File: src/rtl/writeback_scoreboard.sv
// Writeback stage and sole register-file writer: in-order load queue, one-entry ALU skid buffer, busy scoreboard.
// Optional WB_BYPASS_EN: a source being written this cycle reads as not busy (same-cycle operand bypass).
module writeback_scoreboard #(
  parameter int LQ_DEPTH = 4
) (
  input  logic        clk,
  input  logic        rst_n,
  input  logic        issue_valid,
  output logic        issue_ready,
  input  logic        issue_is_load,
  input  logic [4:0]  issue_rd,
  input  logic [31:0] issue_alu_result,
  input  logic [2:0]  issue_funct3,
  input  logic [1:0]  issue_byte_off,
  input  logic        mem_rvalid,
  input  logic [31:0] mem_rdata,
  input  logic [4:0]  rs1_addr,
  input  logic [4:0]  rs2_addr,
  output logic        rs1_busy,
  output logic        rs2_busy,
  output logic        write_en_3,
  output logic [4:0]  wb_rd,
  output logic [31:0] result,
  output logic        wb_err
);

  localparam int PTR_W = (LQ_DEPTH > 1) ? $clog2(LQ_DEPTH) : 1;
  localparam int CNT_W = PTR_W + 1;

  function automatic logic [31:0] sext8(input logic signed [7:0] b);
    logic signed [31:0] w;
    w = b;
    return w;
  endfunction

  function automatic logic [31:0] sext16(input logic signed [15:0] h);
    logic signed [31:0] w;
    w = h;
    return w;
  endfunction

  function automatic logic [31:0] load_extract(input logic [31:0] word,
                                               input logic [2:0]  f3,
                                               input logic [1:0]  off);
    logic [7:0]  b;
    logic [15:0] h;
    b = word[{off, 3'b000} +: 8];
    h = off[1] ? word[31:16] : word[15:0];
    case (f3)
      3'b000:  return sext8(b);
      3'b001:  return sext16(h);
      3'b100:  return {24'd0, b};
      3'b101:  return {16'd0, h};
      default: return word;
    endcase
  endfunction

  logic [4:0]       lq_rd  [LQ_DEPTH];
  logic [2:0]       lq_f3  [LQ_DEPTH];
  logic [1:0]       lq_off [LQ_DEPTH];
  logic [PTR_W-1:0] head, tail;
  logic [CNT_W-1:0] count;
  logic [31:0]      busy, busy_nxt;

  logic             skid_vld;
  logic [4:0]       skid_rd;
  logic [31:0]      skid_data;

  logic             lq_empty, lq_full;
  logic             accept, push, alu_acc, retire;
  logic [4:0]       head_rd;
  logic [31:0]      ld_data_p0;
  logic             wb_we_p0;
  logic [4:0]       wb_rd_p0;
  logic [31:0]      wb_data_p0;

  assign lq_empty = (count == '0);
  assign lq_full  = (count == CNT_W'(LQ_DEPTH));

  assign issue_ready = !skid_vld
                    && !(issue_is_load && lq_full)
                    && !((issue_rd != 5'd0) && busy[issue_rd]);

  assign accept  = issue_valid && issue_ready;
  assign push    = accept && issue_is_load;
  assign alu_acc = accept && !issue_is_load;
  assign retire  = mem_rvalid && !lq_empty;

  assign head_rd    = lq_rd[head];
  assign ld_data_p0 = load_extract(mem_rdata, lq_f3[head], lq_off[head]);

`ifdef WB_BYPASS_EN
  assign rs1_busy = (rs1_addr != 5'd0) && busy[rs1_addr] && !(write_en_3 && (wb_rd == rs1_addr));
  assign rs2_busy = (rs2_addr != 5'd0) && busy[rs2_addr] && !(write_en_3 && (wb_rd == rs2_addr));
`else
  // The register file only commits at the end of the write cycle, so that register still reads busy.
  assign rs1_busy = (rs1_addr != 5'd0) && (busy[rs1_addr] || (write_en_3 && (wb_rd == rs1_addr)));
  assign rs2_busy = (rs2_addr != 5'd0) && (busy[rs2_addr] || (write_en_3 && (wb_rd == rs2_addr)));
`endif

  // Writeback arbitration: load response, then skid buffer, then fresh ALU issue.
  always_comb begin
    busy_nxt   = busy;
    wb_we_p0   = 1'b0;
    wb_rd_p0   = wb_rd;
    wb_data_p0 = result;
    if (retire) begin
      busy_nxt[head_rd] = 1'b0;
      wb_rd_p0          = head_rd;
      wb_data_p0        = ld_data_p0;
      wb_we_p0          = (head_rd != 5'd0);
    end else if (skid_vld) begin
      busy_nxt[skid_rd] = 1'b0;
      wb_rd_p0          = skid_rd;
      wb_data_p0        = skid_data;
      wb_we_p0          = (skid_rd != 5'd0);
    end else if (alu_acc) begin
      wb_rd_p0          = issue_rd;
      wb_data_p0        = issue_alu_result;
      wb_we_p0          = (issue_rd != 5'd0);
    end
    if (push || (alu_acc && retire)) busy_nxt[issue_rd] = 1'b1;
    busy_nxt[0] = 1'b0;
  end

  always_ff @(posedge clk) begin
    if (push) begin
      lq_rd[tail]  <= issue_rd;
      lq_f3[tail]  <= issue_funct3;
      lq_off[tail] <= issue_byte_off;
    end
    if (alu_acc && retire) begin
      skid_rd   <= issue_rd;
      skid_data <= issue_alu_result;
    end
  end

  // Register-file write stage boundary.
  always_ff @(posedge clk or negedge rst_n) begin
    if (!rst_n) begin
      head       <= '0;
      tail       <= '0;
      count      <= '0;
      busy       <= '0;
      skid_vld   <= 1'b0;
      write_en_3 <= 1'b0;
      wb_rd      <= 5'd0;
      result     <= 32'd0;
      wb_err     <= 1'b0;
    end else begin
      if (push)   tail <= tail + PTR_W'(1);
      if (retire) head <= head + PTR_W'(1);
      case ({push, retire})
        2'b10:   count <= count + CNT_W'(1);
        2'b01:   count <= count - CNT_W'(1);
        default: count <= count;
      endcase
      busy <= busy_nxt;
      if (alu_acc && retire)      skid_vld <= 1'b1;
      else if (!retire)           skid_vld <= 1'b0;
      write_en_3 <= wb_we_p0;
      wb_rd      <= wb_rd_p0;
      result     <= wb_data_p0;
      if (mem_rvalid && lq_empty) wb_err <= 1'b1;
    end
  end

endmodule

File: config.mk
export PLATFORM = sky130hd
export DESIGN_NAME = writeback_scoreboard
export DESIGN_NICKNAME = d
export VERILOG_FILES = /design/src/rtl/writeback_scoreboard.sv
export SDC_FILE = /design/constraint.sdc
export NUM_CORES = 1
export LEC_CHECK = 0
export ABC_AREA = 1
export CORE_MARGIN = 2
export CORE_UTILIZATION = 60
export CTS_CLUSTER_DIAMETER = 150
export DETAILED_ROUTE_END_ITERATION = 8
export GPL_ROUTABILITY_DRIVEN = 0
export PLACE_DENSITY = 0.95
export SLEW_MARGIN = 5
export SYNTH_ARGS = -nofsm -noshare
export SYNTH_HDL_FRONTEND = slang
export SYNTH_SLANG_ARGS = --single-unit
File: constraint.sdc
create_clock -name clk -period 5.1 [get_ports clk]
set_clock_uncertainty 0.2 [all_clocks]
set_input_delay 1.53 -clock clk [delete_from_list [all_inputs] [get_ports clk]]
set_output_delay 1.53 -clock clk [all_outputs]
set_load 0.03 [all_outputs]
==> flow_summary_export.csv <==
group,metric,value,unit
die,dieArea,0.0164,mm^2
routing,first_iter_violations,1615,
routing,drt_pass1_iterations,9,
grt,antenna_found_initial,0,
critical_path,worstPathCellList,"clkdlybuf4s50_1 -> inv_1 -> nor3_1 -> nand2_1 -> nand2_1 -> nor2_1 -> nand2_1 -> nor2_2 -> buf_4",
synthesis,syn-num-nets,1309,
placement,dpl-instance-area,0.0106,mm^2
critical_path,critPathMaxFanout,6,
finish,layout-drive-gt1-share,0.0640,
power_and_ir_drop,power_density,549,mW/mm^2
synthesis,ys_warn_count,0,
cts,clk_pin_slew_worst_paths,0.06,ns
routing,totalWireLength,28500,um
synthesis,syn_inst,1214,
worst_hold_path,hold_start,"wb_err",
timing,drv_slew,0,
cts,clock_latency,0.43,ns
routing,vias,9587,
die,num_io_pins,131,
synthesis,synth_edf_count,77,
critical_path,max_stage_delay,0.63,ns
routing,via_per_inst,6.32,
routing,highest_layer,"met4",
placement,place_inst,1484,
synthesis,ys.flop_type,"dfrtp_1",
cts,cts.htree.levels,4,
placement,portBuffers,130,
timing,period_needed,4.98,ns
critical_path,path_class,"in -> out",
critical_path,r2r_cells,12,
critical_path,start_kind,"primary input",
finish,final_area,0.0112,mm^2
routing,drc,45,
timing,max_freq,0.201,GHz
worst_hold_path,holdPathStages,1,
synthesis,yosys.cell_types.count,36,
die,rows,45,
cts,cts_inserted_buffers,17,
critical_path,rrSetupSlack,1.52,ns
worst_hold_path,holdCritPathClass,"reg -> reg",
synthesis,ys_ff_latch,155,
critical_path,crit_top_cell,"nand2_1",
routing,drt-met1-wl,10600,um
critical_path,r2r-start,"head[0]",
critical_path,crit_required,3.37,ns
finish,nNetsFinal,1410,
flow_run,max_cap_violations,0,
die,start_util,0.611,
timing,worst_slew_pin_slew,1.00,ns
finish,postLayoutCoreUtil,0.739,
timing,finalCritPeriodShare,0.977,
cts,tritoncts,"yes",
critical_path,worstPathArrival,3.25,ns
routing,wl_met3,3500,um
worst_hold_path,hold_end,"wb_err",
synthesis,netlist_area,0.00925,mm^2
grt,overflow,0,
critical_path,path_buf_inv,3,
synthesis,synth_seq_area_share,0.461,
power_and_ir_drop,leakage,0.00503,uW
run_status,status,"finished, violations left",
routing,wl_per_cell,18.8,um
grt,grt_pass1_vias,8877,
cts,cts-root-buf,"clkbuf_16",
synthesis,synthArstFlopShare,0.503,
critical_path,r2r-end,"result[20]",
cts,clk_path_buf_depth,2,
power_and_ir_drop,total_power,6150,uW
die,fp.dieH,128,um
finish,final_common_cell,"nand2_1",
finish,layout_common_cells,"444 x nand2_1, 125 x clkdlybuf4s50_1, 95 x inv_1",
finish,n_antenna_cell,0,
timing,setup_viol,0,
synthesis,syn_avg_cell_area,7.62,um^2
grt,grt_usage,0.350,
critical_path,crit_start,"issue_rd[2]",
placement,dp_hpwl,19100,um
critical_path,cp-end-kind,"output port",
timing,grt_setup_unrepaired,"no",
routing,detail-route-antenna-nets,0,
die,die_w,128,um
routing,met2_length,13000,um
grt,grt_pass1_wl,44700,um
timing,hold_viol,0,
timing,max_slew_margin,0.333,
critical_path,crit_family,"buffers and inverters",
cts,ctsHoldBuffers,0,
grt,grt_max_degree,93,
run_status,violations,"design-rule violations",
finish,final_cell_count_no_fill,1516,
finish,area_delta_synth_final,21.1,%
cts,cts_sinks,155,
power_and_ir_drop,ir_drop,0.312,mV
die,core,0.0151,mm^2
critical_path,cp_slowest_cell,"clkdlybuf4s50_1",
[per-layer routing]
layer / vias up / GRT usage
met5: - / 0
met1: 4336 / 0.454
met3: 162 / 0.0910
met2: 780 / 0.552
met4: 0 / 0.166
li1: 4309 / -
[through the flow]
step | TNS, ns | hold WS (ns) | worst slack [ns]
after floorplan | 0 | 0.268 | 0.561
after global placement | 0 | 0.267 | 0.0600
after detailed placement | -0.00783 | 0.265 | -0.00783
after CTS | 0 | 0.283 | 0.177
after global routing | 0 | 0.307 | 0.00675
final | 0 | 0.280 | 0.119
[sequential cells by signal, indices dropped and copies added (netlist names), 5 cells and up]
name       count
busy          31
lq_f3         12
lq_off         8
lq_rd         20
result        32
skid_data     32
skid_rd        5
wb_rd          5
[logic make-up after synthesis]
group / Yosys count / synth area share
AO/OA/AOI/OAI: 207 / 0.140
flip-flops: 155 / 0.461
adder cells (fa/ha/maj): 6 / 0.00893
XOR/XNOR: 4 / 0.00379
AND/OR/NAND/NOR: 668 / 0.305
buffers and inverters: 174 / 0.0814
[worst max-delay path by stage]
| stage | end | slack, ns | depth (start not counted) |
|---|---|---|---|
| 6_report | issue_ready | 0.12 | 9 |
| 5_1_grt | rs1_busy | 0.007 | 12 |
| 4_1_cts | issue_ready | 0.18 | 9 |
| 3_5_place_dp | issue_ready | -0.008 | 12 |
| 3_3_place_gp | issue_ready | 0.06 | 11 |
| 2_1_floorplan | skid_data[0] | 0.56 | 13 |
[timing repair]
item,4_1_cts,5_1_grt
endpoints found under the setup margin,1,0
resized for setup,1,0
buffers inserted,0,0
[cell type report]
type	instances	area [um^2]
clock buffers	24	493
well taps	188	235
clock inverters	8	85.1
repair buffers	154	1500
inverters	102	383
fillers	1047	3950
multi-input cells	885	4240
flip-flops and latches	155	4260
[power breakdown]
part | internal (uW) | switching (uW) | total, uW
clock | 729 | 499 | 1230
combinational | 987 | 1950 | 2930
sequential | 1650 | 333 | 1990
[cells in the mapped netlist (12+ instances only)]
cell | instances | share of area
buf_2 | 13 | 0.0070
nand3_1 | 88 | 0.048
edfxtp_1 | 77 | 0.25
a21oi_1 | 29 | 0.016
clkbuf_1 | 40 | 0.016
nand4_1 | 41 | 0.028
o21ai_0 | 81 | 0.044
dfrtp_1 | 78 | 0.21
inv_1 | 97 | 0.039
or2_2 | 12 | 0.0081
o221ai_1 | 31 | 0.029
o211ai_1 | 47 | 0.038
nor3_1 | 13 | 0.0070
nor2_1 | 60 | 0.024
nand2_1 | 445 | 0.18
[worst reg2reg max path: cells and delay by family (launching register included)]
kind,cells,cell delay [ns]
and+or+nand+nor,8,1.71
DFF,1,0.81
buffers and inverters,3,0.62
AOI/OAI and AO/OA,1,0.17
No activity file was read; power rests on OpenSTA's default activity.
